File: src/rtl/afifo_wr_arb_pkg.sv
// rtl/afifo_wr_arb_pkg.sv - shared types and limits for the afifo write-side arbiter
package afifo_wr_arb_pkg;

    typedef enum logic [0:0] {
        IDLE = 1'b0,
        XFER = 1'b1
    } arb_state_e;

    localparam int unsigned NR_MIN = 2;
    localparam int unsigned NR_MAX = 16;
    localparam int unsigned CW_MIN = 1;
    localparam int unsigned CW_MAX = 32;

endpackage

File: src/rtl/afifo_wr_arb_rr_pick.sv
// rtl/afifo_wr_arb_rr_pick.sv - combinational round-robin picker, first request at or after ptr
module rr_pick #(
    parameter int unsigned NR = 4,
    parameter int unsigned IW = (NR > 1) ? $clog2(NR) : 1
) (
    input  logic [NR-1:0] req_i,
    input  logic [IW-1:0] ptr_i,
    output logic [NR-1:0] win_o,
    output logic [IW-1:0] idx_o,
    output logic          any_o
);

    // Scan NR positions starting at ptr_i, wrapping; the first request found wins.
    always_comb begin
        int          j;
        logic [IW-1:0] jj;
        win_o = '0;
        idx_o = '0;
        any_o = 1'b0;
        j     = 0;
        jj    = '0;
        for (int k = 0; k < int'(NR); k++) begin
            j = int'(ptr_i) + k;
            if (j >= int'(NR)) begin
                j = j - int'(NR);
            end
            jj = j[IW-1:0];
            if (!any_o && req_i[jj]) begin
                any_o     = 1'b1;
                idx_o     = jj;
                win_o[jj] = 1'b1;
            end
        end
    end

endmodule

File: src/rtl/afifo_wr_arb.sv
// rtl/afifo_wr_arb.sv - round-robin burst arbiter sharing one afifo write port
module afifo_wr_arb
    import afifo_wr_arb_pkg::*;
#(
    parameter int unsigned NR = 4,
    parameter int unsigned DW = 128,
    parameter int unsigned CW = 16
) (
    input  logic             clk,
    input  logic             reset_n,
    input  logic [NR-1:0]    req_valid,
    input  logic [NR-1:0]    req_last,
    input  logic [NR*DW-1:0] req_data,
    output logic [NR-1:0]    req_ready,
    output logic             fifo_we,
    output logic [DW-1:0]    fifo_d,
    input  logic             fifo_wfull,
    input  logic             fifo_wafull,
    output logic [NR-1:0]    grant,
    output logic             busy,
    output logic [CW-1:0]    burst_beats
);

    localparam int unsigned IW = (NR > 1) ? $clog2(NR) : 1;

    arb_state_e    state_q, state_d;
    logic [NR-1:0] grant_q, grant_d;
    logic [IW-1:0] owner_q, owner_d;
    logic [IW-1:0] rr_ptr_q, rr_ptr_d;
    logic [CW-1:0] beat_cnt_q, beat_cnt_d;
    logic [CW-1:0] burst_beats_q, burst_beats_d;

    logic [NR-1:0] pick_win;
    logic [IW-1:0] pick_idx;
    logic          pick_any;
    logic          accept;
    logic          last_beat;

    function automatic logic [CW-1:0] sat_inc(input logic [CW-1:0] v);
        return (v == '1) ? v : v + 1'b1;
    endfunction

    rr_pick #(
        .NR (NR),
        .IW (IW)
    ) u_rr_pick (
        .req_i (req_valid),
        .ptr_i (rr_ptr_q),
        .win_o (pick_win),
        .idx_o (pick_idx),
        .any_o (pick_any)
    );

    // Owner's beat path to the FIFO; only fifo_wfull stalls a burst in flight.
    always_comb begin
        req_ready = '0;
        fifo_we   = 1'b0;
        fifo_d    = '0;
        accept    = 1'b0;
        last_beat = 1'b0;
        if (state_q == XFER) begin
            req_ready = grant_q & {NR{~fifo_wfull}};
            accept    = req_valid[owner_q] & ~fifo_wfull;
            fifo_we   = accept;
            fifo_d    = req_data[32'(owner_q)*DW +: DW];
            last_beat = accept & req_last[owner_q];
        end
    end

    // Burst-level FSM: almost-full only gates the start of a new burst.
    always_comb begin
        state_d       = state_q;
        grant_d       = grant_q;
        owner_d       = owner_q;
        rr_ptr_d      = rr_ptr_q;
        beat_cnt_d    = beat_cnt_q;
        burst_beats_d = burst_beats_q;
        case (state_q)
            IDLE: begin
                if (pick_any && !fifo_wafull) begin
                    state_d = XFER;
                    grant_d = pick_win;
                    owner_d = pick_idx;
                end
            end
            XFER: begin
                if (accept) begin
                    if (last_beat) begin
                        burst_beats_d = sat_inc(beat_cnt_q);
                        beat_cnt_d    = '0;
                        rr_ptr_d      = (owner_q == IW'(NR - 1)) ? '0 : owner_q + 1'b1;
                        grant_d       = '0;
                        state_d       = IDLE;
                    end else begin
                        beat_cnt_d = sat_inc(beat_cnt_q);
                    end
                end
            end
            default: begin
                state_d = IDLE;
                grant_d = '0;
            end
        endcase
    end

    // State registers; an asynchronous reset abandons any burst in flight.
    always_ff @(posedge clk or negedge reset_n) begin
        if (!reset_n) begin
            state_q       <= IDLE;
            grant_q       <= '0;
            owner_q       <= '0;
            rr_ptr_q      <= '0;
            beat_cnt_q    <= '0;
            burst_beats_q <= '0;
        end else begin
            state_q       <= state_d;
            grant_q       <= grant_d;
            owner_q       <= owner_d;
            rr_ptr_q      <= rr_ptr_d;
            beat_cnt_q    <= beat_cnt_d;
            burst_beats_q <= burst_beats_d;
        end
    end

    assign grant       = grant_q;
    assign busy        = (state_q == XFER);
    assign burst_beats = burst_beats_q;

endmodule
File: config.mk
export PLATFORM = sky130hd
export DESIGN_NAME = afifo_wr_arb
export DESIGN_NICKNAME = d
export VERILOG_FILES = /design/src/rtl/afifo_wr_arb_pkg.sv /design/src/rtl/afifo_wr_arb_rr_pick.sv /design/src/rtl/afifo_wr_arb.sv
export SDC_FILE = /design/constraint.sdc
export NUM_CORES = 1
export LEC_CHECK = 0
export BUFFER_PORTS_ARGS = -buffer_cell sky130_fd_sc_hd__clkbuf_2
export CORE_AREA = 2 2 267 269
export CTS_CLUSTER_DIAMETER = 150
export CTS_CLUSTER_SIZE = 28
export DETAILED_ROUTE_END_ITERATION = 16
export DIE_AREA = 0 0 269 271
export MAX_ROUTING_LAYER = met4
export PLACE_DENSITY_LB_ADDON = 0.1
export SYNTH_ARGS = -nofsm -noshare
export SYNTH_HDL_FRONTEND = slang
export SYNTH_SLANG_ARGS = --single-unit
export TNS_END_PERCENT = 50
File: constraint.sdc
create_clock -name clk -period 2.8 [get_ports clk]
set_input_delay 0.42 -clock clk [delete_from_list [all_inputs] [get_ports clk]]
set_output_delay 0.42 -clock clk [all_outputs]
set_load 0.1 [all_outputs]
==> out/qor.yml <==
routing:
  drt-initial-drc-count: 350
  vias: 8084
  drcViolationCount: 0
  final_antenna_net_count: 0
  totalWireLength_um: 71250
  drt_pre_antenna_iters: 4
  post_drt_wl_per_cell_um: 32.49
  viasPerCell: 3.686
die:
  die_x_um: 269
  dieArea_sq_um: 72900
  core_area_sq_um: 69790
  ioPinCount: 678
  die_height_um: 271
  rows: 97
  initial_core_util_pct: 9.190
global_route:
  grt_pass1_vias: 8633
  grt_pass1_wl_um: 89660
  overflow: 0
  track_usage_pct: 19.43
  antenna_found_initial: 43
  grt_max_degree: 103
worst_setup_path:
  crit_type: "register to output port"
  crit_family: "flip-flops"
  cp_max_fo: 26
  critPathMaxStageDelay_ns: 0.56
  crit_arrival_ns: 2.22
  worstPathCellList: "buf_12, buf_12, mux4_2, and2_1, buf_12"
  start_kind: "register"
  cp_common_cell: "buf_12"
  r2r_cells: 7
  critPathBufInv: 3
  r2r-start: "rr_ptr_q[0]$_DFFE_PN0P_"
  cp.required_ns: 2.38
  end_kind: "output port"
  r2r_slack_ns: 0.23
  r2r-end: "owner_q[1]$_DFFE_PN0P_"
  cp_slowest_cell: "dfrtp_4"
yosys:
  synth_edf_count: 0
  ys_seq_area_share_pct: 16.00
  synth_area_sq_um: 6414
  syn-num-nets: 1100
  yosysTopAreaCellShare_pct: 46.35
  ys_types: 53
  syn_area_per_cell_sq_um: 11.33
  synth_ff_type: "dfrtp_1"
  ys_warn_count: 0
  netlist_instances: 566
  synth.ff_latch_count: 41
  synth.largest_area_cell: "mux4_2"
  synth-async-reset-ratio_pct: 100.0
  yosys-top-cells-area: "mux4_2, dfrtp_1, and2_1"
placement:
  place_congestion: 0.9670
  place_area_sq_um: 12510
  port_buffers: 677
  dpl.hpwl_um: 64960
cts:
  clkTransAtPathRegs_ns: 0.07
  cts_tree: "built"
  hold_buffers: 0
  cts_buffers: 5
  htreeDepth: 2
  cts.path.max_buffers: 2
  root_buffer: "clkbuf_16"
  clkLatencyLatePin_ns: 0.29
  cts_sinks: 41
sta:
  setup_viol: 0
  tns_ns: 0
  fmax_mhz: 378.7
  hold_viol: 0
  rsz0062_at_grt: "no"
  worst_pin_slew_ns: 0.5864
  slew-limit-headroom_pct: 60.90
  min_period_ns: 2.641
  skew_ns: 0.01355
  finalMaxSlewViolations: 0
  finalCritPeriodShare_pct: 94.31
layout:
  multi_input_area_sq_um: 5106
  final_common_cell: "clkbuf_2"
  drive_gt1_share_pct: 70.88
  final_cell_mix: "clkbuf_2, mux4_2, and2_1"
  nNetsFinal: 1766
  syn_to_final_growth_pct: 98.91
  fillers: 7840
  regArea_sq_um: 1037
  design_area_sq_um: 12760
job:
  cap_violations: 0
status:
  status: "complete, no violations"
min_path:
  min_path_type: "input port to asynchronous set/reset pin"
pwr:
  p_per_area_nw_per_um2: 1449
  ir_drop_v: 0.0007515
  p_leak_nw: 5.688
-- state kept, by name (all words and copies together) (netlist names) --
signal,cells
owner_q,2
rr_ptr_q,2
grant,4
busy,1
burst_beats,16
beat_cnt_q,16
-- layer usage --
metal	wire length, um	track usage, %
met1	26050	20.73
met2	38020	35.93
met3	4900	4.442
met4	2273	4.561
met5	0	-
-- cell usage after synthesis (3+ instances only) --
| cell | count |
|---|---|
| nand2b_1 | 4 |
| nor3_1 | 3 |
| clkbuf_1 | 30 |
| a221o_1 | 5 |
| nor2_1 | 9 |
| buf_4 | 3 |
| or3_1 | 3 |
| a22oi_1 | 4 |
| nor4_1 | 3 |
| mux2_2 | 4 |
| mux4_2 | 132 |
| a21oi_1 | 18 |
| and3_1 | 5 |
| xnor2_1 | 11 |
| nand2_1 | 31 |
| a22o_1 | 4 |
| o21ai_0 | 22 |
| o21ai_1 | 12 |
| mux2i_1 | 5 |
| a21o_1 | 4 |
| buf_1 | 4 |
| and2_1 | 132 |
| ha_1 | 10 |
| inv_1 | 7 |
| nand3_1 | 11 |
| dfrtp_1 | 41 |
| buf_2 | 18 |
| nor2b_1 | 3 |
-- worst register-to-register path, stage by stage, from the launching register on --
cell      delay (ns)
dfrtp_1         0.53
inv_1           0.18
ha_1            0.38
mux4_1          0.45
nor2b_1         0.47
a221o_1         0.19
o221ai_1        0.12
o21ai_1         0.17
-- stage by stage --
step / instances / utilization, % / setup slack (ns) / total power [mW] / hold slack, ns
detailed placement: 2160 / 17.93 / 0.2214 / 18.09 / 0.4294
global route: 2184 / 18.25 / 0.02294 / 19.20 / 0.1105
floorplan: 566 / - / 0.1167 / 12.16 / 0.1244
finish: 2193 / 18.28 / 0.1593 / 18.49 / 0.09592
global placement: 2160 / 17.93 / 0.2394 / 18.09 / 0.4256
CTS: 2171 / 18.17 / 0.03243 / 18.73 / 0.1055
-- report_power, final --
part           leakage [nW]  switching, mW  internal, mW
Sequential            0.549          0.177         0.709
Clock                0.0697          0.252         0.327
Combinational          5.07           11.4          5.63
Total                  5.69           11.8          6.66
-- logic make-up after synthesis --
group / after synthesis / share of synthesized area [%]
buf+inv: 64 / 4.389
simple gates: 213 / 19.25
compound gates: 84 / 8.526
xor+xnor: 12 / 1.639
fa+ha+maj: 10 / 1.951
mux: 142 / 48.24
flops: 41 / 16.00
-- worst max path at each step --
stage / startpoint / endpoint / slack [ns] / cells after the start
2_1_floorplan: busy$_DFF_PN0_ / fifo_d[100] / 0.12 / 3
3_3_place_gp: rr_ptr_q[0]$_DFFE_PN0P_ / owner_q[1]$_DFFE_PN0P_ / 0.24 / 7
3_5_place_dp: owner_q[0]$_DFFE_PN0P_ / fifo_d[117] / 0.22 / 5
4_1_cts: owner_q[0]$_DFFE_PN0P_ / fifo_d[117] / 0.03 / 5
5_1_grt: rr_ptr_q[0]$_DFFE_PN0P_ / grant[1]$_DFFE_PN0P_ / 0.02 / 7
6_report: owner_q[0]$_DFFE_PN0P_ / fifo_d[117] / 0.16 / 5
-- final cells by class --
| class | instances | share of cell area [%] |
|---|---|---|
| Inverter | 8 | 0.2354 |
| Clock buffer | 5 | 0.9808 |
| Clock inverter | 3 | 0.1373 |
| Antenna cell | 20 | 0.3923 |
| Sequential cell | 41 | 8.131 |
| Timing Repair Buffer | 715 | 40.88 |
| Tap cell | 940 | 9.219 |
| Multi-Input combinational cell | 461 | 40.03 |
-- repair_timing --
action | in CTS | in global routing
gates cloned | 0 | 0
endpoints found under the setup margin | 49 | 1
gates resized for setup | 0 | 0
buffers inserted | 3 | 2
(Power assumes the default switching activity.)
